File: src/rtl/perceptron_neuron.sv
// Single perceptron neuron: serial multiply-accumulate, sign classify,
// and optional perceptron-rule weight update streamed back to the bank.
module perceptron_neuron #(
  parameter int N_INPUTS = 4,
  parameter int DW       = 8,
  parameter int AW       = 20,
  parameter int LR_SHIFT = 2
) (
  input  logic                         clk,
  input  logic                         nRst,
  input  logic                         start,
  input  logic                         train,
  input  logic                         target,
  input  logic signed [DW-1:0]         bias,
  input  logic                         in_valid,
  output logic                         in_ready,
  input  logic signed [DW-1:0]         in_x,
  input  logic signed [DW-1:0]         in_w,
  input  logic                         in_last,
  output logic                         busy,
  output logic signed [AW-1:0]         acc,
  output logic                         y,
  output logic                         y_valid,
  output logic                         len_err,
  output logic                         w_valid,
  input  logic                         w_ready,
  output logic [$clog2(N_INPUTS)-1:0]  w_idx,
  output logic signed [DW-1:0]         w_data
);

  localparam int IW = $clog2(N_INPUTS);
  localparam int CW = IW + 1;

  localparam logic signed [AW-1:0] AMAX = {1'b0, {(AW-1){1'b1}}};
  localparam logic signed [AW-1:0] AMIN = {1'b1, {(AW-1){1'b0}}};
  localparam logic signed [DW-1:0] WMAX = {1'b0, {(DW-1){1'b1}}};
  localparam logic signed [DW-1:0] WMIN = {1'b1, {(DW-1){1'b0}}};

  typedef enum logic [1:0] {IDLE, ACCUM, DECIDE, UPDATE} state_t;

  state_t state_q, state_d;
  logic train_q, train_d;
  logic target_q, target_d;
  logic y_q, y_d;
  logic len_flag_q, len_flag_d;
  logic signed [AW-1:0] acc_q, acc_d;
  logic [CW-1:0] cnt_q, cnt_d;
  logic [IW-1:0] w_idx_q, w_idx_d;
  logic signed [DW-1:0] xb_q [N_INPUTS];
  logic signed [DW-1:0] xb_d [N_INPUTS];
  logic signed [DW-1:0] wb_q [N_INPUTS];
  logic signed [DW-1:0] wb_d [N_INPUTS];

  logic signed [2*DW-1:0] prod;
  logic signed [AW:0]     sum;
  logic signed [AW-1:0]   acc_sat;
  logic signed [DW-1:0]   step;
  logic signed [DW:0]     wsum;
  logic signed [DW-1:0]   w_sat;
  logic                   last_beat;
  logic                   last_word;

  always_comb begin
    prod = in_x * in_w;
    sum  = (AW+1)'(acc_q) + (AW+1)'(prod);
    if (sum[AW] != sum[AW-1]) acc_sat = sum[AW] ? AMIN : AMAX;
    else                      acc_sat = sum[AW-1:0];

    // err is -1 exactly when the neuron fired (y=1) but should not have
    step = xb_q[w_idx_q] >>> LR_SHIFT;
    if (y_q) wsum = (DW+1)'(wb_q[w_idx_q]) - (DW+1)'(step);
    else     wsum = (DW+1)'(wb_q[w_idx_q]) + (DW+1)'(step);
    if (wsum[DW] != wsum[DW-1]) w_sat = wsum[DW] ? WMIN : WMAX;
    else                        w_sat = wsum[DW-1:0];

    last_beat = in_last || (cnt_q == CW'(N_INPUTS - 1));
    last_word = ({1'b0, w_idx_q} == (cnt_q - CW'(1)));
  end

  always_comb begin
    state_d    = state_q;
    train_d    = train_q;
    target_d   = target_q;
    y_d        = y_q;
    len_flag_d = len_flag_q;
    acc_d      = acc_q;
    cnt_d      = cnt_q;
    w_idx_d    = w_idx_q;
    xb_d       = xb_q;
    wb_d       = wb_q;
    unique case (state_q)
      IDLE: begin
        if (start) begin
          train_d    = train;
          target_d   = target;
          acc_d      = AW'(bias);
          cnt_d      = '0;
          len_flag_d = 1'b0;
          state_d    = ACCUM;
        end
      end
      ACCUM: begin
        if (in_valid) begin
          xb_d[cnt_q[IW-1:0]] = in_x;
          wb_d[cnt_q[IW-1:0]] = in_w;
          acc_d = acc_sat;
          cnt_d = cnt_q + CW'(1);
          if (last_beat) begin
            y_d        = ~acc_sat[AW-1];
            len_flag_d = ~in_last;
            state_d    = DECIDE;
          end
        end
      end
      DECIDE: begin
        w_idx_d = '0;
        if (train_q && (y_q != target_q)) state_d = UPDATE;
        else                              state_d = IDLE;
      end
      UPDATE: begin
        if (w_ready) begin
          if (last_word) begin
            w_idx_d = '0;
            state_d = IDLE;
          end else begin
            w_idx_d = w_idx_q + IW'(1);
          end
        end
      end
      default: state_d = IDLE;
    endcase
  end

  always_ff @(posedge clk or negedge nRst) begin
    if (!nRst) begin
      state_q    <= IDLE;
      train_q    <= 1'b0;
      target_q   <= 1'b0;
      y_q        <= 1'b0;
      len_flag_q <= 1'b0;
      acc_q      <= '0;
      cnt_q      <= '0;
      w_idx_q    <= '0;
      for (int i = 0; i < N_INPUTS; i++) begin
        xb_q[i] <= '0;
        wb_q[i] <= '0;
      end
    end else begin
      state_q    <= state_d;
      train_q    <= train_d;
      target_q   <= target_d;
      y_q        <= y_d;
      len_flag_q <= len_flag_d;
      acc_q      <= acc_d;
      cnt_q      <= cnt_d;
      w_idx_q    <= w_idx_d;
      xb_q       <= xb_d;
      wb_q       <= wb_d;
    end
  end

  assign in_ready = (state_q == ACCUM);
  assign busy     = (state_q != IDLE);
  assign acc      = acc_q;
  assign y        = y_q;
  assign y_valid  = (state_q == DECIDE);
  assign len_err  = y_valid & len_flag_q;
  assign w_valid  = (state_q == UPDATE);
  assign w_idx    = w_idx_q;
  assign w_data   = w_valid ? w_sat : '0;

endmodule

File: config.mk
export PLATFORM = sky130hd
export DESIGN_NAME = perceptron_neuron
export DESIGN_NICKNAME = d
export VERILOG_FILES = /design/src/rtl/perceptron_neuron.sv
export SDC_FILE = /design/constraint.sdc
export NUM_CORES = 1
export LEC_CHECK = 0
export ABC_AREA = 0
export BUFFER_PORTS_ARGS = -buffer_cell sky130_fd_sc_hd__buf_2
export CORE_MARGIN = 2
export CORE_UTILIZATION = 47
export DETAILED_ROUTE_END_ITERATION = 10
export GPL_TIMING_DRIVEN = 0
export PLACE_DENSITY = 0.68
export SKIP_LAST_GASP = 1
export SYNTH_ARGS = -nofsm -noshare
export SYNTH_HDL_FRONTEND = slang
export SYNTH_SLANG_ARGS = --single-unit
File: constraint.sdc
create_clock -name clk -period 4.5 [get_ports clk]
set_input_delay 0.225 -clock clk [delete_from_list [all_inputs] [get_ports clk]]
set_output_delay 0.225 -clock clk [all_outputs]
set_load 0.01 [all_outputs]
==> reports/metrics.yaml <==
status: "complete, but fails checks"
violations: "setup timing"
synth_edf_count: 0
finalWeightedCongestion: 0.864
max_cap_viol_count: 0
drive_gt1_share_pct: 26.2
firstDrtPassIters: 5
cts_tree: "built"
min_period_over_period_pct: 108
drv_slew: 0
endpoint: "acc[2]"
yosys_most_used_dff: "dfrtp_1"
diodes: 0
dp_slack_ns: -1.03
netlist_area_um2: 8120
synthTopCellsByCount: "inv_1 (106), fa_1 (93), dfrtp_1 (87)"
coreArea_um2: 17100
criticalPathCategory: "reg -> reg"
r2r_cells: 19
hold_path_class: "in -> reg"
clk_pin_slew_ns: 0.07
worstMarginPinSlew_ns: 1.13
avgRoutedWirePerCell_um: 16.9
cts.sinks: 87
hpwl_mm: 14.3
grt_max_degree: 69
synth_warnings: 0
port_buffers: 67
die_height_um: 135
fin_worst_skew_ns: 0.0130
max_freq_mhz: 205
drc: 0
drt_wl_total_mm: 18.8
antenna_found_initial: 0
die_area_um2: 18300
syn_to_final_growth_pct: 22.1
clk_latency_ns: 0.35
drt_iter0_drc: 210
synth-seq-area-share_pct: 26.8
holdCritStartpoint: "in_last"
grtUsageTotal_pct: 22.0
timing.rr.end: "acc[2]"
ff2ff_setup_slack_ns: -0.38
ys_ff_latch: 87
cts_buffer_depth: 2
placementRows: 48
period_needed_ns: 4.88
grt_pass1_vias: 5936
synth_top_area_share_pct: 26.8
grt_pass1_wl_mm: 31.1
synth.distinct_cells: 49
setup_violations: 21
die_w_um: 135
hold_viol_final: 0
arrival_ns: 5.14
synth_top_cell_by_area: "dfrtp_1"
rsz0062_at_grt: "true"
crit_path_end_kind: "register"
async_reset_ff_share_pct: 100
avgSynthCellArea_um2: 10.5
worst-path-max-fanout: 4
worstSetupStartpointType: "register"
synthTopCellsByArea: "dfrtp_1 (27%), fa_1 (23%), ha_1 (9.7%)"
max-slew-margin-rel_pct: 23.7
layout_setup_ws_ns: -0.379
cts_made_buffers: 9
required_ns: 4.76
pin_count: 68
vias: 5865
syn_nets: 960
nNetsFinal: 1070
root_buffer: "clkbuf_16"
htree_levels: 3
routed_via_density: 5.27
startpoint: "acc[6]"
overflow: 0
reg2reg_from: "acc[6]"
synth.most_common_cell: "inv_1"
postRouteAntennaNets: 0
initial_utilization_pct: 47.4
synthCells: 772
## registers in the layout, summed over array words and instances (netlist names)
register,cells
state_q,2
train_q,1
w_idx,2
target_q,1
acc,20
cnt_q,3
len_flag_q,1
wb_q,32
xb_q,24
y,1
## critical path: stages, from the launching register on
cell and delay, ns:
dfrtp_1 0.37, inv_2 0.05, fa_1 0.47, inv_1 0.05, fa_1 0.47, inv_1 0.05
fa_2 0.52, inv_2 0.04, fa_2 0.35, fa_1 0.51, ha_4 0.30, nand4b_1 0.15
a211o_1 0.38, a31oi_4 0.24, o311ai_4 0.10, buf_6 0.16, a21oi_4 0.17, buf_6 0.15
a22oi_2 0.05, a31oi_1 0.22
## cell usage in the layout (no fill, tap or decap), types with 14 or more instances in the layout
cell / synthesis / final
a21oi_1: 29 / 22
and2_1: 38 / 35
buf_2: 5 / 63
buf_4: 0 / 36
dfrtp_1: 87 / 85
fa_1: 93 / 88
ha_1: 63 / 44
ha_4: 0 / 17
inv_1: 106 / 100
mux2_1: 43 / 43
mux4_2: 14 / 14
nand2_1: 66 / 61
nor2_1: 41 / 39
o21ai_1: 24 / 21
xnor2_1: 27 / 26
## kinds of logic after synthesis
kind of cell,synth area share [%]
muxes,11.9
xor gates and xnor gates,3.99
AOI/OAI and AO/OA,7.97
DFF,26.8
and+or+nand+nor,10.1
buffers and inverters,6.64
adders and majority gates,32.6
## through the flow
stage | cell area, um^2 | hold WS (ns) | utilization (%) | std cells | TNS [ns]
floorplan | 8310 | -0.0706 | - | 772 | -5.97
finish | 9910 | 0.0932 | 57.9 | 1112 | -6.58
detailed placement | 8960 | 0.135 | 52.4 | 1065 | -20.00
CTS | 9780 | 0.0950 | 57.1 | 1105 | -5.78
global placement | 8930 | 0.465 | 52.2 | 1064 | -18.74
global route | 9910 | 0.0964 | 57.9 | 1112 | -9.74
## how the worst min path moves through the flow
stage / endpoint / slack, ns / cells after the start
5_1_grt: train_q / 0.1 / 2
2_1_floorplan: acc[0] / -0.07 / 0
6_report: len_flag_q / 0.09 / 2
3_5_place_dp: acc[2] / 0.13 / 1
4_1_cts: len_flag_q / 0.1 / 2
3_3_place_gp: wb_q[7] / 0.46 / 2
## repair_timing
action,CTS,global route
pin swaps,58,32
cloned,3,1
resized for setup,59,19
endpoints found under the hold margin,19,0
setup endpoints to repair,21,28
hold buffers,1,0
setup buffers,31,7
## metal layers
layer	vias to the layer above	GRT usage, %	share of wire (%)
met4	0	6.66	2.0
met2	111	35.9	49
li1	2755	-	-
met1	2981	31.2	46
met5	-	0	0
met3	18	2.62	3.3
## cell type report
| class | instances | area [um^2] |
|---|---|---|
| buffer | 21 | 160 |
| clock buffer | 10 | 229 |
| clock inverter | 6 | 72.6 |
| fill | 1432 | 7200 |
| inverter | 107 | 402 |
| multi-input combinational | 548 | 5870 |
| sequential | 87 | 2180 |
| tap | 225 | 282 |
| timing repair buffer | 108 | 724 |
Power is not shown: default switching activity piles up to over one toggle a cycle in this logic, so the estimate is an artifact.
